**src/rtl/single_cycle_arbiter.sv**
```systemverilog
// -----------------------------------------------------------------------------
// single_cycle_arbiter
//
// N-way fixed-priority arbiter with zero arbitration latency. The lowest-indexed
// active requester wins. The grant, its valid flag and its binary index are all
// combinational from req_i. A single register records the previous cycle's
// grant for debug and pipeline use.
//
// Parameters:
//   N            number of requesters (N >= 1)
//   IW           derived index width, max(1, clog2(N))
//
// Ports:
//   clk          rising-edge clock for the last-grant register
//   reset        asynchronous active-low reset; clears last_gnt_o only
//   req_i        [N]  request vector, bit i = requester i wants the resource
//   gnt_o        [N]  one-hot-or-zero grant, combinational
//   gnt_valid_o        high when any requester is granted (|req_i)
//   gnt_idx_o    [IW] binary index of the granted bit, 0 when no grant
//   last_gnt_o   [N]  gnt_o captured at the previous rising clk edge
//
// Optional build macro:
//   SINGLE_CYCLE_ARBITER_CHECK_EN  compiles concurrent assertions on the
//                                  grant invariants; no functional effect.
// -----------------------------------------------------------------------------
module single_cycle_arbiter #(
  parameter  int N  = 32,
  localparam int IW = (N > 1) ? $clog2(N) : 1
) (
  input  logic          clk,
  input  logic          reset,
  input  logic [N-1:0]  req_i,
  output logic [N-1:0]  gnt_o,
  output logic          gnt_valid_o,
  output logic [IW-1:0] gnt_idx_o,
  output logic [N-1:0]  last_gnt_o
);

  logic [N-1:0]  w_gnt;
  logic [IW-1:0] w_idx;
  logic          w_found;
  logic [N-1:0]  r_last_gnt;

  // Priority scan from bit 0 upward: the first set request wins and masks
  // every higher index. Reset deliberately plays no part here.
  always_comb begin
    // NOTE: every variable gets a default before the loop so that no path
    // leaves it unassigned, which would otherwise infer a latch.
    w_gnt   = '0;
    w_idx   = '0;
    w_found = 1'b0;
    for (int i = 0; i < N; i++) begin
      if (req_i[i] && !w_found) begin
        w_gnt[i] = 1'b1;
        w_idx    = IW'(i);
        w_found  = 1'b1;
      end
    end
  end

  // Previous-cycle grant. Cleared asynchronously and held clear while reset
  // is low; otherwise follows gnt_o one edge behind.
  always_ff @(posedge clk or negedge reset) begin
    // NOTE: sequential state uses non-blocking assignments so every register
    // samples its inputs from before the edge, independent of block order.
    if (!reset) begin
      r_last_gnt <= '0;
    end else begin
      r_last_gnt <= w_gnt;
    end
  end

  assign gnt_o       = w_gnt;
  assign gnt_valid_o = |req_i;
  assign gnt_idx_o   = w_idx;
  assign last_gnt_o  = r_last_gnt;

`ifdef SINGLE_CYCLE_ARBITER_CHECK_EN
  a_gnt_onehot0: assert property (@(posedge clk) disable iff (!reset)
    $onehot0(gnt_o))
    else $error("single_cycle_arbiter: gnt_o not onehot0 at %0t", $time);

  a_gnt_subset_req: assert property (@(posedge clk) disable iff (!reset)
    (gnt_o & ~req_i) == '0)
    else $error("single_cycle_arbiter: grant without request at %0t", $time);

  a_valid_matches_req: assert property (@(posedge clk) disable iff (!reset)
    gnt_valid_o == |req_i)
    else $error("single_cycle_arbiter: gnt_valid_o != |req_i at %0t", $time);

  a_idx_matches_gnt: assert property (@(posedge clk) disable iff (!reset)
    gnt_valid_o |-> (gnt_o == (N'(1) << gnt_idx_o)))
    else $error("single_cycle_arbiter: gnt_idx_o disagrees with gnt_o at %0t", $time);

  a_last_is_past_gnt: assert property (@(posedge clk) disable iff (!reset)
    1'b1 |=> (last_gnt_o == $past(gnt_o)))
    else $error("single_cycle_arbiter: last_gnt_o != past gnt_o at %0t", $time);
`endif

endmodule

```
**config.mk**
```make
export PLATFORM = sky130hd
export DESIGN_NAME = single_cycle_arbiter
export DESIGN_NICKNAME = d
export VERILOG_FILES = /design/src/rtl/single_cycle_arbiter.sv
export SDC_FILE = /design/constraint.sdc
export NUM_CORES = 1
export LEC_CHECK = 0
export ABC_AREA = 1
export ABC_CLOCK_PERIOD_IN_PS = 7350
export CAP_MARGIN = 20
export CORE_ASPECT_RATIO = 0.5
export CORE_MARGIN = 2
export CORE_UTILIZATION = 35
export DETAILED_ROUTE_END_ITERATION = 10
export HOLD_SLACK_MARGIN = 0.06
export PLACE_DENSITY = 0.89
export SLEW_MARGIN = 40
export SYNTH_ARGS = -nofsm -noshare
export SYNTH_HDL_FRONTEND = slang
export SYNTH_SLANG_ARGS = --single-unit
```
**constraint.sdc**
```tcl
create_clock -name clk -period 7.35 [get_ports clk]
set_clock_uncertainty 0.2 [all_clocks]
set_input_delay 1.8375 -clock clk [delete_from_list [all_inputs] [get_ports clk]]
set_output_delay 1.8375 -clock clk [all_outputs]
set_load 0.1 [all_outputs]
```
# [Yosys cells after proc, flatten, opt, wreduce, memory -nomap -nowiden]
# Index checks and enable logic that the tools add are counted.
[classes] n_mux=93 reduce_logical=63
[op_table] op="two-way mux 5 bit" n=30
[op_table] op="two-way mux 1 bit" n=63
[op_table] op="OR reduction 32 bit" n=1
[op_table] op="logical AND 1 bit" n=31
[op_table] op="zero test 1 bit" n=31
[totals] register_bits=32 inputBits=34 out_inout_bits=70 elab_cells=157

# [Logic depth before layout (Yosys ltp)]
[depth] depth_word=94 mapped_depth=14

# [Worst setup path after synthesis]
# Ideal clock, no wire load.
[synth_path] kind="input port to output port" startpoint="input req_i[2]" endpoint="output gnt_o[31]" arrival_time_ns=5.633 slack_ns=-0.321 stages=9 n_path_buf=0 cell_sequence="nor2_2 -> nand2_2 -> nor2_4 -> nand2_4 -> clkinv_2 -> nand2_4 -> nor2_8 -> nand4_4 -> nor4_1"
[synth_between] elab_chain_cells=89
[synth_lines] item="start, declared" line="32" source="input logic [N-1:0] req_i,"
[synth_lines] item="logical AND 1 bit *" line="53" source="if (req_i[i] && !w_found) begin"
[synth_lines] item="two-way mux 1 bit *" line="53"
[synth_lines] item="zero test 1 bit" line="53"
[synth_lines] item="logical AND 1 bit" line="53"
[synth_lines] item="two-way mux 1 bit *" line="53"
[synth_lines] item="zero test 1 bit" line="53"
[synth_lines] item="logical AND 1 bit" line="53"
[synth_lines] item="two-way mux 1 bit *" line="53"
[synth_lines] item="(+73 left out)"
[synth_lines] item="logical AND 1 bit" line="53"
[synth_lines] item="two-way mux 1 bit *" line="53"
[synth_lines] item="zero test 1 bit" line="53"
[synth_lines] item="logical AND 1 bit" line="53"
[synth_lines] item="two-way mux 1 bit *" line="53"
[synth_lines] item="zero test 1 bit *" line="53"
[synth_lines] item="logical AND 1 bit *" line="53"
[synth_lines] item="two-way mux 1 bit *" line="53"
[synth_lines] item="end, declared" line="33" source="output logic [N-1:0] gnt_o,"
# Every way passes the cells marked *; elsewhere a longest branch is shown, timed or not.

# [Worst setup path after layout]
[layout_path] startpoint="input req_i[0]" endpoint="output gnt_o[30]"
[layout_between] elab_chain_cells=91
[layout_lines] item="two-way mux 1 bit *" line="53"
[layout_lines] item="zero test 1 bit" line="53"
[layout_lines] item="logical AND 1 bit" line="53"
[layout_lines] item="two-way mux 1 bit *" line="53"
[layout_lines] item="zero test 1 bit" line="53"
[layout_lines] item="logical AND 1 bit" line="53"
[layout_lines] item="two-way mux 1 bit *" line="53"
[layout_lines] item="zero test 1 bit" line="53"
[layout_lines] item="(+75 left out)"
[layout_lines] item="logical AND 1 bit" line="53"
[layout_lines] item="two-way mux 1 bit *" line="53"
[layout_lines] item="zero test 1 bit" line="53"
[layout_lines] item="logical AND 1 bit" line="53"
[layout_lines] item="two-way mux 1 bit *" line="53"
[layout_lines] item="zero test 1 bit *" line="53"
[layout_lines] item="logical AND 1 bit *" line="53"
[layout_lines] item="two-way mux 1 bit *" line="53"
# Marks and branches as above.

==> summary.md <==
| Metric | Value |
|---|---|
| Worst setup SP type | `input port` |
| Number of diodes | `0` |
| Gr ovfl total | `0` |
| RePlAce Congestion | `0.858` |
| VDD IR max | `0.0606 mV` |
| RSZ-0062 raised after global routing | `no` |
| Chip Height | `51.1 microns` |
| # resized after CTS | `0` |
| CP most frequent cell | `nand2_4` |
| Filler cells | `approximately 400` |
| Period utilisation layout | `0.827` |
| Post-synthesis net count | `224` |
| Antenna-violating nets left | `0` |
| Post-route DRC violation count | `0` |
| Clock-pin slew on the worst setup and hold paths | `60 ps` |
| Static leakage | `1.48 nW` |
| Initial Utilization | `0.358` |
| Nets | `334` |
| Max FO, Critical Path | `7` |
| Boundary Pins | `about 100` |
| Setup TNS | `0 ps` |
| Fmax | `between 150 and 200 MHz` |
| Hold Violations, Final | `0` |
| Slew @ Worst Pin | `roughly 500 ps` |
| Cell at the slowest stage of the critical path | `clkdlybuf4s50_1` |
| Total chip power | `382 uW` |
| Initial antenna violation count | `0` |
| Die W | `98.3 microns` |
| Vias/cell | `between 4 and 5` |
| Max incr delay on CP | `approximately 480 ps` |
| CTS tree | `yes` |
| Dpl hpwl | `3870 microns` |
| Hold Buf Count CTS | `0` |
| Largest net degree at the start of global routing | `33` |
| Port-buffer cells | `around 100` |
| Number of global-route vias before repair | `between 1500 and 2000` |
| Core Util, Final | `0.571` |
| Vias | `1667` |
| Synth unique cells | `22` |
| Layout cell share with drive strength beyond 1 | `0.302` |
| Min Clock Period, post-route | `6080 ps` |
| Max cap viols | `0` |
| Yosys warns | `0` |
| Mean post-synth cell area | `between 8 and 9 sq um` |
| WS Path Type | `in -> out` |
| # setup viols final | `0` |
| Routed WL | `4680 microns` |
| DRT Pass-1 Iters | `4` |
| Setup Buffers After CTS | `0` |
| Most frequent cells in the layout | `nor2_1 (40), buf_2 (40), inv_1 (38)` |
| Row cnt | `17` |
| Initial drt markers | `45` |
| Max Slew Vio Count | `0` |
| Max_slew headroom | `0.671` |
| Max FFs per register | `32` |
| CTS sink cnt | `32` |
| Synth Instances | `190` |
| Cell Pwr Density | `154 nW/um^2` |
| CP endpoint kind | `output port` |
| Hold WS | `1760 ps` |
| Crit path cell chain | `clkdlybuf4s50_1 > nor2_2 > nand2_2 > nor2_4 > nand2_4 > clkinv_2 > nand2_4 > nor2_8 > nand4_4 > nor3_1 > buf_4` |
| Core box area | `4340 sq um` |
| Die Area | `5030 sq um` |
| Sequential fraction of the synthesis area | `0.515` |
| Area Overhead vs Synth | `59.4%` |
| Gr usage total | `0.182` |
| H-tree depth | `2` |
| Root Driver | `clkbuf_8` |
| Critical Path AT | `4040 ps` |
| WL/cell | `around 13 microns` |
| Max clock buf depth | `2` |
| Flop and latch count out of synthesis | `32` |
| Run status | `finished clean` |
| Worst Hold Class | `in -> async` |
| Num CTS Buffers | `5` |
| Mapped cell area | `1560 sq um` |
| First-pass GRT wire length | `7300 microns` |
| CP required | `around 5300 ps` |
[where the power goes]
group	leakage, nW	internal, mW	switching, mW
registers	0.443	0.177	0.000270
logic	0.996	0.0229	0.0465
clock network	0.0455	0.0762	0.0589
total	1.48	0.276	0.106
[cell families (layout without fill, tap and decap cells)]
group	Yosys count	in the layout	share of synthesized area
buffers and inverters	41	152	0.102
AO/OA/AOI/OAI	9	9	0.0354
AND/OR/NAND/NOR	108	108	0.348
flip-flops	32	32	0.515
[routing by layer]
| metal | GRT usage | wire [microns] |
|---|---|---|
| met4 | 0.0594 | 92 |
| met2 | 0.339 | 2460 |
| met3 | 0.0356 | 204 |
| met5 | 0 | 0 |
| met1 | 0.218 | 1920 |
[per-stage QoR]
| stage | std cells | instance area [sq um] | worst slack, ps |
|---|---|---|---|
| floorplan | 190 | 1560 | 52.6 |
| global placement | 350 | 2590 | 1300 |
| detailed placement | 350 | 2390 | 1320 |
| CTS | 358 | 2480 | 1300 |
| global route | 358 | 2480 | 1110 |
| finish | 358 | 2480 | 1270 |
[synth_stat cells]
library cell	count	area, sq um
nor2_1	40	150
inv_1	38	143
dfrtp_1	32	801
nand2_1	24	90.1
nand3_1	16	80.1
nand4_1	6	37.5
nor3_1	5	25.0
nor4_1	4	25.0
a21oi_1	3	15.0
nor2_2	3	18.8
o211ai_1	3	22.5
nand2_2	2	12.5
nand2_4	2	22.5
nor2_4	2	22.5
nor3b_1	2	15.0
o21ai_0	2	10.0
buf_4	1	7.51
clkinv_2	1	5.00
inv_2	1	3.75
nand4_4	1	21.3
nor2_8	1	20.0
o31ai_1	1	7.51
[cell type report]
type,instances,area (sq um),area share
clock buffer,8,90.1,0.0363
inverter,40,151,0.0611
multi-input combinational,117,602,0.243
sequential,32,801,0.323
tap,57,71.3,0.0288
timing repair buffer,104,763,0.308
[worst max-delay path: cells and delay by family]
family	cells	cell delay (ps)
and+or+nand+nor	8	1270
buffers and inverters	3	930
[worst paths after layout]
check	cells after the start	start	slack, ps	endpoint
setup / recovery	11	req_i[0]	1270	gnt_o[30]
hold / removal	2	reset	1760	last_gnt_o[22]
max in group asynchronous	2	reset	4910	last_gnt_o[9]
min in group clk	1	req_i[0]	1930	last_gnt_o[0]
Note: power is estimated with default switching activity, not from simulation.
